File: src/rtl/exc_pkg.sv
// Shared definitions for the exception/interrupt controller:
// cause codes, FSM encoding, decision payload and default vector.
package exc_pkg;

    localparam int unsigned PC_W     = 32;
    localparam int unsigned CAUSE_W  = 4;
    localparam int unsigned IRQ_ID_W = 3;
    localparam int unsigned CNT_W    = 3;

    localparam logic [CAUSE_W-1:0] CAUSE_IRQ  = 4'd0;
    localparam logic [CAUSE_W-1:0] CAUSE_SYS  = 4'd1;
    localparam logic [CAUSE_W-1:0] CAUSE_ILL  = 4'd2;
    localparam logic [CAUSE_W-1:0] CAUSE_PRIV = 4'd3;
    localparam logic [CAUSE_W-1:0] CAUSE_OVF  = 4'd4;

    localparam logic [PC_W-1:0] EXC_VECTOR_BASE = 32'h0000_0080;

    typedef enum logic [1:0] {
        ST_IDLE  = 2'd0,
        ST_TAKE  = 2'd1,
        ST_RET   = 2'd2,
        ST_DRAIN = 2'd3
    } exc_state_t;

    // Outcome of the IDLE-cycle event decode
    typedef struct packed {
        logic                take;
        logic                ret;
        logic [CAUSE_W-1:0]  cause;
        logic [IRQ_ID_W-1:0] irq_id;
    } exc_dec_t;

endpackage

File: src/rtl/irq_sync.sv
// Two-flop synchroniser for the external interrupt lines plus a
// lowest-index priority encoder over the synchronised requests.
module irq_sync
    import exc_pkg::*;
#(
    parameter int unsigned NIRQ = 4
) (
    input  logic                clk,
    input  logic                rst,
    input  logic [NIRQ-1:0]     i_irq,
    output logic                o_irq_any_c,
    output logic [IRQ_ID_W-1:0] o_irq_id_c
);

    logic [NIRQ-1:0] r_meta;
    logic [NIRQ-1:0] r_sync;

    always_ff @(posedge clk or posedge rst) begin
        if (rst) begin
            r_meta <= '0;
            r_sync <= '0;
        end else begin
            r_meta <= i_irq;
            r_sync <= r_meta;
        end
    end

    // Scan downwards so the lowest set index wins
    always_comb begin
        o_irq_id_c = '0;
        for (int i = NIRQ - 1; i >= 0; i--) begin
            if (r_sync[i]) begin
                o_irq_id_c = IRQ_ID_W'(i);
            end
        end
    end

    assign o_irq_any_c = |r_sync;

endmodule

File: src/rtl/exc_ctrl.sv
// Exception/interrupt controller: decodes faults and gated interrupts,
// strobes the status register and redirects fetch to the vector or EPC.
module exc_ctrl
    import exc_pkg::*;
#(
    parameter int unsigned     NIRQ         = 4,
    parameter logic [PC_W-1:0] VECTOR_BASE  = EXC_VECTOR_BASE,
    parameter int unsigned     DRAIN_CYCLES = 2
) (
    input  logic                clk,
    input  logic                rst,
    input  logic [NIRQ-1:0]     irq,
    input  logic                IE_c,
    input  logic                s_u_c,
    input  logic                inst_valid,
    input  logic [PC_W-1:0]     inst_pc,
    input  logic                syscall,
    input  logic                illegal,
    input  logic                priv_instr,
    input  logic                overflow,
    input  logic                rfe_instr,
    output logic                exception,
    output logic                rfe,
    output logic                flush,
    output logic                stall,
    output logic                pc_redirect,
    output logic [PC_W-1:0]     redirect_pc,
    output logic [PC_W-1:0]     epc,
    output logic [CAUSE_W-1:0]  cause,
    output logic [IRQ_ID_W-1:0] irq_id
);

    exc_state_t          r_state, w_state_nxt;
    logic [CNT_W-1:0]    r_cnt, w_cnt_nxt;
    logic                r_exception, w_exception_nxt;
    logic                r_rfe, w_rfe_nxt;
    logic                r_flush, w_flush_nxt;
    logic                r_stall, w_stall_nxt;
    logic                r_pc_redirect, w_pc_redirect_nxt;
    logic [PC_W-1:0]     r_redirect_pc, w_redirect_pc_nxt;
    logic [PC_W-1:0]     r_epc, w_epc_nxt;
    logic [CAUSE_W-1:0]  r_cause, w_cause_nxt;
    logic [IRQ_ID_W-1:0] r_irq_id, w_irq_id_nxt;

    logic                w_irq_any;
    logic [IRQ_ID_W-1:0] w_irq_id;
    exc_dec_t            w_dec;

    irq_sync #(
        .NIRQ(NIRQ)
    ) u_irq_sync (
        .clk        (clk),
        .rst        (rst),
        .i_irq      (irq),
        .o_irq_any_c(w_irq_any),
        .o_irq_id_c (w_irq_id)
    );

    // Event priority: faults, then supervisor return, then gated interrupt
    always_comb begin
        w_dec = '0;
        if (inst_valid) begin
            if (illegal) begin
                w_dec.take  = 1'b1;
                w_dec.cause = CAUSE_ILL;
            end else if ((priv_instr || rfe_instr) && s_u_c) begin
                w_dec.take  = 1'b1;
                w_dec.cause = CAUSE_PRIV;
            end else if (syscall) begin
                w_dec.take  = 1'b1;
                w_dec.cause = CAUSE_SYS;
            end else if (overflow) begin
                w_dec.take  = 1'b1;
                w_dec.cause = CAUSE_OVF;
            end else if (rfe_instr) begin
                w_dec.ret   = 1'b1;
            end else if (w_irq_any && IE_c) begin
                w_dec.take   = 1'b1;
                w_dec.cause  = CAUSE_IRQ;
                w_dec.irq_id = w_irq_id;
            end
        end
    end

    // Next state and next registered outputs
    always_comb begin
        w_state_nxt       = r_state;
        w_cnt_nxt         = r_cnt;
        w_exception_nxt   = 1'b0;
        w_rfe_nxt         = 1'b0;
        w_flush_nxt       = 1'b0;
        w_stall_nxt       = 1'b0;
        w_pc_redirect_nxt = 1'b0;
        w_redirect_pc_nxt = r_redirect_pc;
        w_epc_nxt         = r_epc;
        w_cause_nxt       = r_cause;
        w_irq_id_nxt      = r_irq_id;

        case (r_state)
            ST_IDLE: begin
                if (w_dec.take) begin
                    w_state_nxt       = ST_TAKE;
                    w_exception_nxt   = 1'b1;
                    w_flush_nxt       = 1'b1;
                    w_stall_nxt       = 1'b1;
                    w_pc_redirect_nxt = 1'b1;
                    w_redirect_pc_nxt = VECTOR_BASE;
                    w_epc_nxt         = inst_pc;
                    w_cause_nxt       = w_dec.cause;
                    w_irq_id_nxt      = w_dec.irq_id;
                end else if (w_dec.ret) begin
                    w_state_nxt       = ST_RET;
                    w_rfe_nxt         = 1'b1;
                    w_flush_nxt       = 1'b1;
                    w_stall_nxt       = 1'b1;
                    w_pc_redirect_nxt = 1'b1;
                    w_redirect_pc_nxt = r_epc;
                end
            end
            ST_TAKE, ST_RET: begin
                w_state_nxt = ST_DRAIN;
                w_cnt_nxt   = CNT_W'(DRAIN_CYCLES);
                w_stall_nxt = 1'b1;
            end
            ST_DRAIN: begin
                if (r_cnt <= CNT_W'(1)) begin
                    w_state_nxt = ST_IDLE;
                    w_cnt_nxt   = '0;
                end else begin
                    w_cnt_nxt   = r_cnt - CNT_W'(1);
                    w_stall_nxt = 1'b1;
                end
            end
            default: begin
                w_state_nxt = ST_IDLE;
                w_cnt_nxt   = '0;
            end
        endcase
    end

    always_ff @(posedge clk or posedge rst) begin
        if (rst) begin
            r_state       <= ST_IDLE;
            r_cnt         <= '0;
            r_exception   <= 1'b0;
            r_rfe         <= 1'b0;
            r_flush       <= 1'b0;
            r_stall       <= 1'b0;
            r_pc_redirect <= 1'b0;
            r_redirect_pc <= '0;
            r_epc         <= '0;
            r_cause       <= '0;
            r_irq_id      <= '0;
        end else begin
            r_state       <= w_state_nxt;
            r_cnt         <= w_cnt_nxt;
            r_exception   <= w_exception_nxt;
            r_rfe         <= w_rfe_nxt;
            r_flush       <= w_flush_nxt;
            r_stall       <= w_stall_nxt;
            r_pc_redirect <= w_pc_redirect_nxt;
            r_redirect_pc <= w_redirect_pc_nxt;
            r_epc         <= w_epc_nxt;
            r_cause       <= w_cause_nxt;
            r_irq_id      <= w_irq_id_nxt;
        end
    end

    assign exception   = r_exception;
    assign rfe         = r_rfe;
    assign flush       = r_flush;
    assign stall       = r_stall;
    assign pc_redirect = r_pc_redirect;
    assign redirect_pc = r_redirect_pc;
    assign epc         = r_epc;
    assign cause       = r_cause;
    assign irq_id      = r_irq_id;

endmodule

File: config.mk
export PLATFORM = sky130hd
export DESIGN_NAME = exc_ctrl
export DESIGN_NICKNAME = d
export VERILOG_FILES = /design/src/rtl/exc_pkg.sv /design/src/rtl/irq_sync.sv /design/src/rtl/exc_ctrl.sv
export SDC_FILE = /design/constraint.sdc
export NUM_CORES = 1
export LEC_CHECK = 0
export CORE_UTILIZATION = 50
export CTS_BUF_LIST = sky130_fd_sc_hd__clkbuf_8
export CTS_CLUSTER_DIAMETER = 30
export DETAILED_ROUTE_END_ITERATION = 10
export GPL_TIMING_DRIVEN = 0
export PLACE_DENSITY = 0.93
export SLEW_MARGIN = 30
export SYNTH_ARGS = -nofsm -noshare
export SYNTH_HDL_FRONTEND = slang
export SYNTH_SLANG_ARGS = --single-unit
File: constraint.sdc
create_clock -name clk -period 3.96 [get_ports clk]
set_input_delay 0.396 -clock clk [delete_from_list [all_inputs] [get_ports clk]]
set_output_delay 0.396 -clock clk [all_outputs]
set_load 0.005 [all_outputs]
# Word-level counts from Yosys, hierarchy flattened
# Index checks and enable logic that the tools add are counted.
# classes
addsub	1
order_cmp	1
eq_ne	5
mux	43
n_reduce_logical	11
# op_table
op	count
$mux W32	2
$mux W3	11
$mux W1	19
$mux W2	7
$mux W9	1
$pmux W2 S3	1
$pmux W3 S2	1
$reduce_and A2 Y1	3
$eq A2 B2 Y1 const B	2
$reduce_bool A2 Y1	2
$reduce_or A4 Y1	1
$le A3 B1 Y1 const B	1
$ne A3 B3 Y1 const B	1
$pmux W1 S3	1
$sub A3 B1 Y3 const B	1
$eq A2 B1 Y1 const B	1
$logic_and A1 B1 Y1	2
$logic_not A2 Y1	1
$ne A2 B2 Y1 const B	1
$reduce_or A2 Y1	1
$logic_or A1 B1 Y1	1
# totals
regBits	88
elab_cells	73

# Longest topological paths before layout
# Gate-level depths: netlist (run 1).
# logic_depth
depth_word	14
mapped_depth	7
ltp_nobuf	6

# Cells and area by module
# A second synthesis (run 1) with hierarchy kept.
# unflattened
cells_unflattened	241
area_unflattened_um2	3403.3
# modules_own_cells
module	instances	cells_per_inst	area_each_um2
exc_ctrl	1	223	3153.0
irq_sync	1	18	250.2

# Worst setup path before layout (run 1)
# Ideal clock, no wire load.
# synth_path
path_type	input port to flip-flop
start	input illegal
end	register r_epc[10], in the netlist epc[10]
setup_ns	0.125
t_arrival_ns	1.688
t_required_ns	3.835
path_slack_ns	2.147
path_stages	6
cell_sequence	nor3_1 > o311a_4 > or2_1 > buf_6 > buf_6 > mux2_4
# synth_via
elab_chain_len	3
# synth_rtl
element	line_no	source
start: declaration	exc_ctrl.sv:18	input logic illegal,
$mux W1	exc_ctrl.sv:63	if (illegal) begin
$mux W9	exc_ctrl.sv:62	if (inst_valid) begin
$reduce_and A2 Y1 (no source line)	n/a	
end signal: assignment	exc_ctrl.sv:163	r_epc <= w_epc_nxt;
end: declaration	exc_ctrl.sv:41	logic [PC_W-1:0] r_epc, w_epc_nxt;
# Every way passes these cells.
# A chain may end at the register's enable or synchronous reset.

# Final worst setup path (run 1)
# layout_path
start	input illegal
end	register r_epc[11], in the netlist epc[11]
# Same word-level chain as after synthesis.

==> results of run 1 <==
==> layout make-up <==
class / count / area, um^2 / share of cell area, %
Timing Repair Buffer: 120 / 1210 / 24.6
Tap cell: 77 / 96.3 / 1.96
Clock buffer: 9 / 124 / 2.52
Clock inverter: 7 / 90.1 / 1.83
Inverter: 13 / 53.8 / 1.09
Sequential cell: 86 / 2150 / 43.8
Multi-Input combinational cell: 118 / 1090 / 22.2
Buffer: 15 / 97.6 / 1.98
==> cell families (layout without fill, tap and decap cells) <==
kind of cell / Yosys count / in the layout / share of synthesized area [%]
flops: 86 / 86 / 63.5
compound gates: 57 / 57 / 13.7
mux: 35 / 35 / 13.2
buf+inv: 28 / 164 / 4.32
simple gates: 19 / 19 / 3.29
fa+ha+maj: 5 / 5 / 1.85
other cells: 1 / 2 / 0.111
==> critical path: stages <==
cell and delay, ns:
sky130_fd_sc_hd__clkdlybuf4s50_1 0.45, sky130_fd_sc_hd__nor3_1 0.40, sky130_fd_sc_hd__o311a_4 0.31, sky130_fd_sc_hd__or2_1 0.15
sky130_fd_sc_hd__buf_6 0.18, sky130_fd_sc_hd__buf_6 0.20, sky130_fd_sc_hd__mux2_4 0.32
==> through the flow <==
step                      std cells  worst slack [ns]  utilization, %  area, um^2
after floorplan                 232              1.34               -        3390
after global placement          428             0.152            72.4        4680
after detailed placement        429              1.39            72.8        4700
after CTS                       445              1.75            76.1        4920
after global routing            445              1.64            76.1        4920
final                           445              1.76            76.1        4920
==> per-layer routing <==
metal	part of all wire [%]	vias to the layer above	GRT usage (%)	wire, um
li1	-	1095	-	-
met1	42	1194	29.5	3240
met2	50	89	38.7	3840
met3	7.0	10	6.39	537
met4	1.3	0	8.78	102
met5	0	-	0	0
==> where the power goes <==
part	switching, mW	internal [mW]	total (mW)
sequential	0.204	1.14	1.35
combinational	0.404	0.776	1.18
clock	0.299	0.352	0.651
total	0.906	2.27	3.18
==> cells in the final DEF (no fill, tap or decap), drive strengths merged, types with 2 or more instances in the layout <==
master and instances:
nand3 2, ha 5, o22ai 2, clkdlybuf4s50 119, dfrtp 86, buf 13, or3 2, a31oi 2
a22o 31, nand2 4, nor3 2, a21o 4, a21oi 4, o21ai 6, conb 2, inv 14
clkbuf 12, nor2 2, bufinv 2, mux2 34, clkinv 3
==> worst paths after layout <==
kind | from | endpoint | cells past startpoint
max | illegal | epc[11] | 7
max reg2reg | u_irq_sync.r_sync[1] | redirect_pc[5] | 5
max in group asynchronous | rst | epc[18] | 3
min in group asynchronous | rst | redirect_pc[31] | 2
min reg2reg | u_irq_sync.r_meta[0] | u_irq_sync.r_sync[0] | 0
min | u_irq_sync.r_meta[0] | u_irq_sync.r_sync[0] | 0
==> flip-flops by register name, indices dropped and copies added, names as in the netlist <==
register and count:
stall 1, u_irq_sync.r_meta 4, irq_id 2, rfe 1, cause 3, r_state 2
pc_redirect 1, u_irq_sync.r_sync 4, r_cnt 3, exception 1, redirect_pc 32, epc 32
==> results summary, run 1 <==
The power per cell area came out at around 650 mW/mm^2. In this run the remaining antenna-violating nets after routing total 0. The effective utilization at floorplan came out at 52.4%. For flop-to-flop paths, the worst setup slack is 1.92 ns.

In this run the cell area of the synthesized design comes to 0.00339 mm^2. The area fraction of the dominant cell type after synthesis came out at a little under two thirds. In this run, CTS created clock tree buffers numbering 9. The last weighted congestion value of the routability-driven placer is 0.800. Final hold analysis gives a worst-case slack of 0.354 ns. After synthesis, the share of flip-flops with an asynchronous set or reset is 100%. The die covers 0.00711 mm^2. The initial antenna violation count is 0. The actual slew at the worst max-slew pin came out at 0.556 ns. The final count of hold timing violations is 0. The final routed wire length divided by cell count is 17.3 um. The worst setup path is of the in -> reg kind.

The sequential area share after synthesis is 63.5%. The fraction of layout cells with a size suffix above 1 is 13.6%. The final-report max-slew violation count was 0.

The synthesized design contains 86 register bits. After detailed routing, the number of remaining DRC violations is 11. In this run the core area contains 29 standard-cell rows. For the finished layout, the period the worst path requires is 2.20 ns. The checks that failed: design-rule violations. The unique cell type count in the Yosys netlist came out at 39. Based on the critical path, the design can be clocked at up to 455 MHz. TritonCTS built the clock tree.

Synthesis produced a netlist whose cell count is roughly 230. In this run the number of H-tree levels came out at 3. In this run the count of I/O pins placed on the die edge is 122. The most used flip-flop cell after synthesis is sky130_fd_sc_hd__dfrtp_1. The first-pass detailed-route iteration total came out at 8.

The filler cells instantiated in the layout total 420. Power comes to roughly 3.2 mW. Wires add up to 7.72 mm. The headroom to the max-slew limit is 62.3%. Setup violations remaining at the end of the flow were counted as 0. The first global-routing pass estimated 12.6 mm of wire. In the final design database the tool counted 414 nets. The via count of the first global-routing pass came out at 2470.

The clock transition time at the flip-flop clock pins of the worst setup and hold paths is 0.09 ns. The final route contains 2388 vias. The detailed router finished its first iteration with 99 violations. The largest fanout of any net on the critical path came out at 10. The run finished, with violations left.

The via-per-instance ratio is 5.37. The total global routing overflow came out at 0. The most common cell in the synthesized netlist is sky130_fd_sc_hd__dfrtp_1. The all-layer global routing usage came out at approximately a quarter. The number of hold buffers added after cts came out at 0. At the worst endpoint, the required time is around 4.2 ns. The antenna diode count is 0. The final cycle utilization of the critical path came out at 55.5%. The path type of the worst min-delay path is reg -> reg. The maximum number of buffers from clock root to sink came out at 2.

The number of setup buffers added after CTS is 0. Ranked by total cell area, the synthesized netlist is headed by sky130_fd_sc_hd__dfrtp_1 64%, sky130_fd_sc_hd__a22o_1 8.0%, sky130_fd_sc_hd__mux2_4 6.2%. The layout-stage area growth over the synthesis result is 45.2%. The core outline area is 0.00646 mm^2.

The overall die width came out at 84.3 um. The tool flagged a number of max-cap violations equal to 0. The buffer cell driving the clock tree root is sky130_fd_sc_hd__clkbuf_8. The total number of yosys warnings is 0. The sink count of the clock tree is 86.

Ranked by instance count, the synthesized netlist is headed by 86 x sky130_fd_sc_hd__dfrtp_1, 31 x sky130_fd_sc_hd__a22o_1, 18 x sky130_fd_sc_hd__mux2_1. The type of element launching the critical path is a primary input. The vertical die dimension came out at 84.3 um. Summed over all cells, the static leakage comes to 2.28 nW.

The number of gates resized after CTS was 0. Entering global routing, the biggest net connects 45 pins. The synthesized design contains 0 enable-type register cells. The critical path endpoint category is a register.

The half-perimeter wire length after detailed placement is roughly 5.7 mm. During placement, the flow inserted port buffers numbering 119. The library cell with the largest summed area after synthesis is sky130_fd_sc_hd__dfrtp_1. Setup repair after global routing left no endpoint under its margin. The synthesized area per cell is 14.7 um^2. The setup TNS is 0 ns. The clock skew after layout came out at 0.0108 ns. The worst supply voltage drop on vdd is 491 uV. The data arrival time of the worst path is 2.42 ns. The clock latency at the later pin of the worst-skew pair came out at 0.34 ns.
Note: power is estimated with default switching activity, not from simulation.
==> inputs of run 2 (changes only) <==
- CORE_UTILIZATION: 50 -> 42
- PLACE_DENSITY: 0.93 -> 0.84
- clock period: 3.96 -> 1.9 ns (I/O delays scaled with it)
==> results summary, run 2 (synthesized netlist as in run 1, its figures left out) <==
The flow ran to the end, and the final reports show no timing, DRC or antenna violations. The clock skew after layout came out at 0.0145 ns. The peak-usage layer in the global routing report is met2.

The largest fanout of any net on the critical path is 10. For this run, global-route usage on met1 was measured as 24.8%. For this configuration, the core starts out at a cell density of 43.6%.

The sink count of the clock tree came out at 86. The final cycle utilization of the critical path came out at ~97%. The initial antenna violation count is 0. TritonCTS built the clock tree. Setup violations remaining at the end of the flow were counted as 0. The required arrival time at the worst endpoint came out at around 2.1 ns. The number of clock buffers inserted by TritonCTS came out at 9. For this run, design rule violations remaining after detail routing come to 0. The path type of the worst min-delay path is in -> async. The post-placement cell area came out at 0.00475 mm^2. The clock latency at the later pin of the worst-skew pair is around 0.35 ns.

The via count of the first global-routing pass is 2610. Data on the critical path arrives at its endpoint at just over 2 ns. Leaving out fill and tap cells, the most frequent cells in the layout are 119 x sky130_fd_sc_hd__clkdlybuf4s50_1, 86 x sky130_fd_sc_hd__dfrtp_1, 31 x sky130_fd_sc_hd__a22o_1, 21 x sky130_fd_sc_hd__mux2_4, 17 x sky130_fd_sc_hd__buf_4. Counting tap cells, the placed design contains a total of 455 instances. After the last flow step, the layout net total stands at 427.

The wire length of the first global-routing pass came out at 12.9 mm. The maximum number of buffers from clock root to sink came out at 2. With fillers left out, the area of the finished cells amounts to 0.00522 mm^2. The final routed wire length divided by cell count is 16.4 um. Once detail routing completed, the nets flagged for antenna violations numbered 0.

Row generation in the floorplan step produced 32 rows. Walking the worst path, the cells encountered are clkdlybuf4s50_1, o21ai_1, o311a_4, or2_4, buf_8, buf_12, mux2_4. The die outline area is 0.00843 mm^2. In this design, the largest share of critical-path delay is due to buffers and inverters.

The final count of hold timing violations was 0. The number of primary I/O pins is approximately 120. The first-pass detailed-route iteration total is 4.

The minimum period implied by the final worst setup slack is 1.84 ns. The maximum number of pins on one net before global-route repair is 32. At the pin with the least slew margin, the transition time is 0.598 ns. Global routing consumed, on the met2 layer, 33.6% of the routing resources. The last weighted congestion value of the routability-driven placer is between 0.7 and 0.8.

On the worst path, the slowest cell contributes a delay of 0.53 ns. The count of input and output buffers came out at 119. Across every metal layer, demand over resource in global routing totals 19.8%. The critical path endpoint category is a register.

The setup TNS is 0 ns. Setup repair after global routing could not meet its margin everywhere. The via-per-instance ratio came out at 5.07. Leaving out fill and tap cells, the most frequent cell in the layout is sky130_fd_sc_hd__clkdlybuf4s50_1. The first routing iteration left 52 violations. In this run the power density over the cells is 1320 mW/mm^2. The worst pin sits at a relative slew slack of about three fifths. The highest clock frequency the design can meet came out at 543 MHz. The half-perimeter wire length after detailed placement came out at 5.70 mm. For this run, global-route usage on met3 was measured as 6.14%. The H-tree generated during clock tree synthesis spans 3 levels. The final-report max-slew violation count came to 0. The total overflow left after global routing is 0.

The fraction of layout cells with a size suffix above 1 is 20.5%. The combined buffer and inverter count along the critical path is 3. The critical path in this run is classified as in -> reg. The cell sitting at the root of the clock tree is a sky130_fd_sc_hd__clkbuf_8.

The routed layout has 2451 vias. The layout-stage area growth over the synthesis result came out at 54.0%. The final standard cell count with taps included and fillers excluded is 483. The clock transition time at the flip-flop clock pins of the worst setup and hold paths is 0.09 ns.

After floorplanning, the core was sized to cover 0.00777 mm^2. The largest individual stage delay along the critical path comes from the cell sky130_fd_sc_hd__clkdlybuf4s50_1. The vertical die dimension came out at between 90 and 100 um. The leakage power figure is 2.42 nW. After detailed routing, the total wire length is just under 8 mm. VDD sags by at most 769 uV.

Across the run, the number of max-cap violations was 0. The layout has 577 filler cells. The overall die width is 91.8 um. The type of element launching the critical path is a primary input. The number of antenna diodes in the final layout is 0.
==> run 2: final timing paths <==
path | start | end | slack (ns) | cells after the start
worst max register to register | u_irq_sync.r_sync[2] | redirect_pc[9] | 0.06 | 7
min in group clk | irq[1] | u_irq_sync.r_meta[1] | 0.28 | 1
worst max-delay path | rfe_instr | epc[4] | 0.06 | 7
worst min-delay path | rst | redirect_pc[10] | 0.26 | 2
max in group asynchronous | rst | stall | 0.87 | 4
worst min register to register | u_irq_sync.r_meta[0] | u_irq_sync.r_sync[0] | 0.36 | 0
==> run 2: repair_timing <==
action                     CTS  global route
pin swaps                    3             1
gates resized for setup     10            38
buffers inserted             5             7
hold buffers                 0             0
setup endpoints to repair   55            64
==> run 2: area by class of cell <==
cell class	instances	area [um^2]	area share (%)
plain buffers	15	168	3.21
clock buffers	9	124	2.37
clock inverters	7	97.6	1.87
inverters	13	52.6	1.01
multi-input cells	118	1160	22.3
flip-flops and latches	86	2150	41.2
well taps	102	128	2.45
repair buffers	133	1330	25.6
==> run 2: power by group <==
part           total (mW)  leakage (nW)  switching [mW]  internal [mW]
registers            2.81          1.09           0.420           2.39
logic                2.69          1.22           0.888           1.80
clock network        1.40         0.112           0.656          0.748
==> run 2: through the flow <==
step           total power [mW]  utilization, %  setup slack [ns]  hold slack (ns)
6_report                   6.90            67.2            0.0572            0.256
3_3_place_gp               5.19            60.7            -0.425            0.332
3_5_place_dp               5.33            61.2            -0.503            0.336
4_1_cts                    6.82            65.2            0.0163            0.264
5_1_grt                    7.30            67.2           -0.0566            0.266
2_1_floorplan              3.90               -             0.139            0.221
==> run 2: per-layer routing <==
metal | up-vias | wire length [um] | part of all wire (%)
li1 | 1118 | - | -
met1 | 1225 | 3410 | 43
met2 | 99 | 3860 | 49
met3 | 9 | 545 | 6.9
met4 | 0 | 92 | 1.2
met5 | - | 0 | 0
==> inputs of run 3 (changes only) <==
- CTS_BUF_LIST: sky130_fd_sc_hd__clkbuf_8 -> sky130_fd_sc_hd__clkbuf_4 sky130_fd_sc_hd__clkbuf_8
- HOLD_SLACK_MARGIN: unset -> 0.05
==> results summary, run 3 (synthesized netlist as in run 1, its figures left out) <==
The run finished with clean final reports. The core outline area came out at roughly 0.008 mm^2. The die covers 0.00843 mm^2. STA puts the critical path data required time at about 2.1 ns. The critical path endpoint category is a register. The final number of setup-violating endpoints came out at 0. Clock skew on the completed layout was measured at 0.0139 ns.

The overall die width came out at 91.8 um. The wire length of the first global-routing pass came out at between 10 and 15 mm. The clock latency at the later pin of the worst-skew pair is ~0.35 ns. The half-perimeter wire length after detailed placement came out at about 5.7 mm. The fraction of layout cells with a size suffix above 1 is 20.8%. The internal power contribution came out at 4.98 mW. The finished layout cell area is 0.00523 mm^2. The floorplan has 32 rows. Entering global routing, the biggest net connects 32 pins.

The minimum period implied by the final worst setup slack came out at roughly 1.9 ns. In the layout the commonest cells are 119 x sky130_fd_sc_hd__clkdlybuf4s50_1, 86 x sky130_fd_sc_hd__dfrtp_1, 31 x sky130_fd_sc_hd__a22o_1, 20 x sky130_fd_sc_hd__mux2_4. Sequential cells account for 40.3% of the total power.

The endpoint identified for the worst register-to-register timing path is redirect_pc[6]. The number of H-tree levels is 3. Static timing analysis puts the maximum clock frequency at between 500 and 600 MHz. After clock tree synthesis, the clock-pin slew on the worst setup and hold paths is 0.09 ns. Headroom to the max-slew limit came out at 60.1%. The data arrival time of the worst path is 2.09 ns. The worst reg-to-reg path cell count came out at 6.

In the final routed layout, each cell accounts on average for 16.6 um. The sink count of the clock tree came out at 86. The number of primary I/O pins is 122. The via-per-instance ratio came out at between 5 and 6.

The number of clock buffers inserted by TritonCTS is 9. In this run the worst hold path is classified as in -> async. The most critical setup path has its startpoint at rfe_instr. The final count of hold timing violations came out at 0. After detailed routing, no signal wire sits above met4. The largest fanout of any net on the critical path came out at 7. In this run the static leakage power is 2.41 nW. Combinational logic is responsible for 39.3% of the overall power. The max capacitance violation total is 0. The residual DRC count came out at 0. The clock tree from TritonCTS is built. The most frequent standard cell in the layout excluding fill and tap cells is sky130_fd_sc_hd__clkdlybuf4s50_1. The clock share of power came out at 20.4%. The maximum number of buffers from clock root to sink came out at 2. The remaining antenna violation count is 0. After detailed routing, the met3 layer carries between 500 and 600 um of wire.

The number of fill cells came out at between 500 and 600. The power per cell area is 1330 mW/mm^2. The last weighted congestion value of the routability-driven placer came out at 0.754. The first routing iteration left between 50 and 60 violations. The final-report max-slew violation count was 0. The layout net count came out at 425. IR analysis of the VDD net gives a maximum drop of 768 uV. The detailed router placed ~2400 vias in this run. The total global routing overflow came out at 0. The final cycle utilization of the critical path is around 100%. The cell sitting at the root of the clock tree is a sky130_fd_sc_hd__clkbuf_8. Hold repair after CTS inserted 0 buffers. The type of the setup path with the least slack is in -> reg.

The initial antenna violation count is 0. The switching share of power came out at 28.5%. The worst setup path is launched from a primary input. The multi-input gate area in the final layout is 0.00117 mm^2.

The area growth from synthesis to layout is 54.3%. In the global route stage, overall resource usage came out at roughly a fifth. The critical path ends at epc[6].

The flop-to-flop setup slack came out at 0.08 ns. The vertical die dimension is a little over 90 um. The first-pass detailed-route iteration total is 4.

The via count of the first global-routing pass was 2604. After detailed placement, the total cell area comes to 0.00475 mm^2. The total chip power came out at 6.97 mW. The antenna diode count is 0.

The effective utilization at floorplan is 43.6%. The routed length on met1 is between 3 and 4 mm. Setup repair after global routing could not meet its margin everywhere.

The startpoint identified for the worst register-to-register timing path is u_irq_sync.r_sync[1]. The wire length after detailed routing is between 7 and 8 mm. The wire length on met2 is about 3.9 mm.

Buffers placed on the I/O ports in this run total between 100 and 150. In the final layout, flip-flops and latches occupy 0.00215 mm^2. The net switching power figure came out at ~2.0 mW. The actual slew at the worst max-slew pin came out at around 0.6 ns.
run 3: cell count changes in the layout (fill, tap and decap cells not counted), sizes merged:
| cell | delta |
|---|---|
| buf | -4 |
| clkbuf | +3 |
| inv | -1 |
run 3: final cells by class:
type | count | area share (%)
buffer | 14 | 2.73
clock buffer | 10 | 2.51
clock inverter | 6 | 1.80
inverter | 13 | 1.01
multi-input combinational | 118 | 22.3
sequential | 86 | 41.2
tap | 102 | 2.44
timing repair buffer | 132 | 26.0
run 3: repair_timing:
item	in CTS	in global routing
buffers inserted	5	4
cloned	0	2
gates resized for setup	9	30
setup endpoints to repair	55	66
pin swaps	3	3
run 3: power groups by stage:
stage	combinational [mW]	sequential, mW	clock [mW]
2_1_floorplan	1.09	2.80	0
3_3_place_gp	2.40	2.79	0
3_5_place_dp	2.49	2.84	0
4_1_cts	2.57	2.81	1.46
5_1_grt	2.94	2.89	1.54
6_report	2.74	2.81	1.42
run 3: per-stage QoR:
stage          hold slack, ns  cells  setup TNS, ns  setup slack (ns)  utilization, %
3_3_place_gp            0.332    453         -36.57            -0.425            60.7
2_1_floorplan           0.221    232              0             0.139               -
5_1_grt                 0.261    481        -0.0914           -0.0221            67.3
3_5_place_dp            0.336    455         -26.84            -0.503            61.2
6_report                0.255    481              0            0.0496            67.3
4_1_cts                 0.261    476              0          0.000580            65.2
run 3: worst min path at each step:
stage	from	to
CTS	irq[0]	u_irq_sync.r_meta[0]
detailed placement	u_irq_sync.r_meta[0]	u_irq_sync.r_sync[0]
finish	rst	redirect_pc[10]
floorplan	irq[0]	u_irq_sync.r_meta[0]
global route	irq[3]	u_irq_sync.r_meta[3]
global placement	u_irq_sync.r_meta[2]	u_irq_sync.r_sync[2]
run 3: per-layer routing:
| metal | up-vias | track usage, % |
|---|---|---|
| li1 | 1116 | - |
| met1 | 1216 | 25.0 |
| met2 | 97 | 33.5 |
| met3 | 9 | 6.14 |
| met4 | 0 | 4.82 |
| met5 | - | 0 |
run 3: critical path, stage by stage:
cell and delay, ns:
sky130_fd_sc_hd__clkdlybuf4s50_1 0.53, sky130_fd_sc_hd__o21ai_1 0.36, sky130_fd_sc_hd__o311a_4 0.28, sky130_fd_sc_hd__or2_4 0.13, sky130_fd_sc_hd__buf_12 0.14, sky130_fd_sc_hd__clkbuf_16 0.15, sky130_fd_sc_hd__mux2_4 0.30
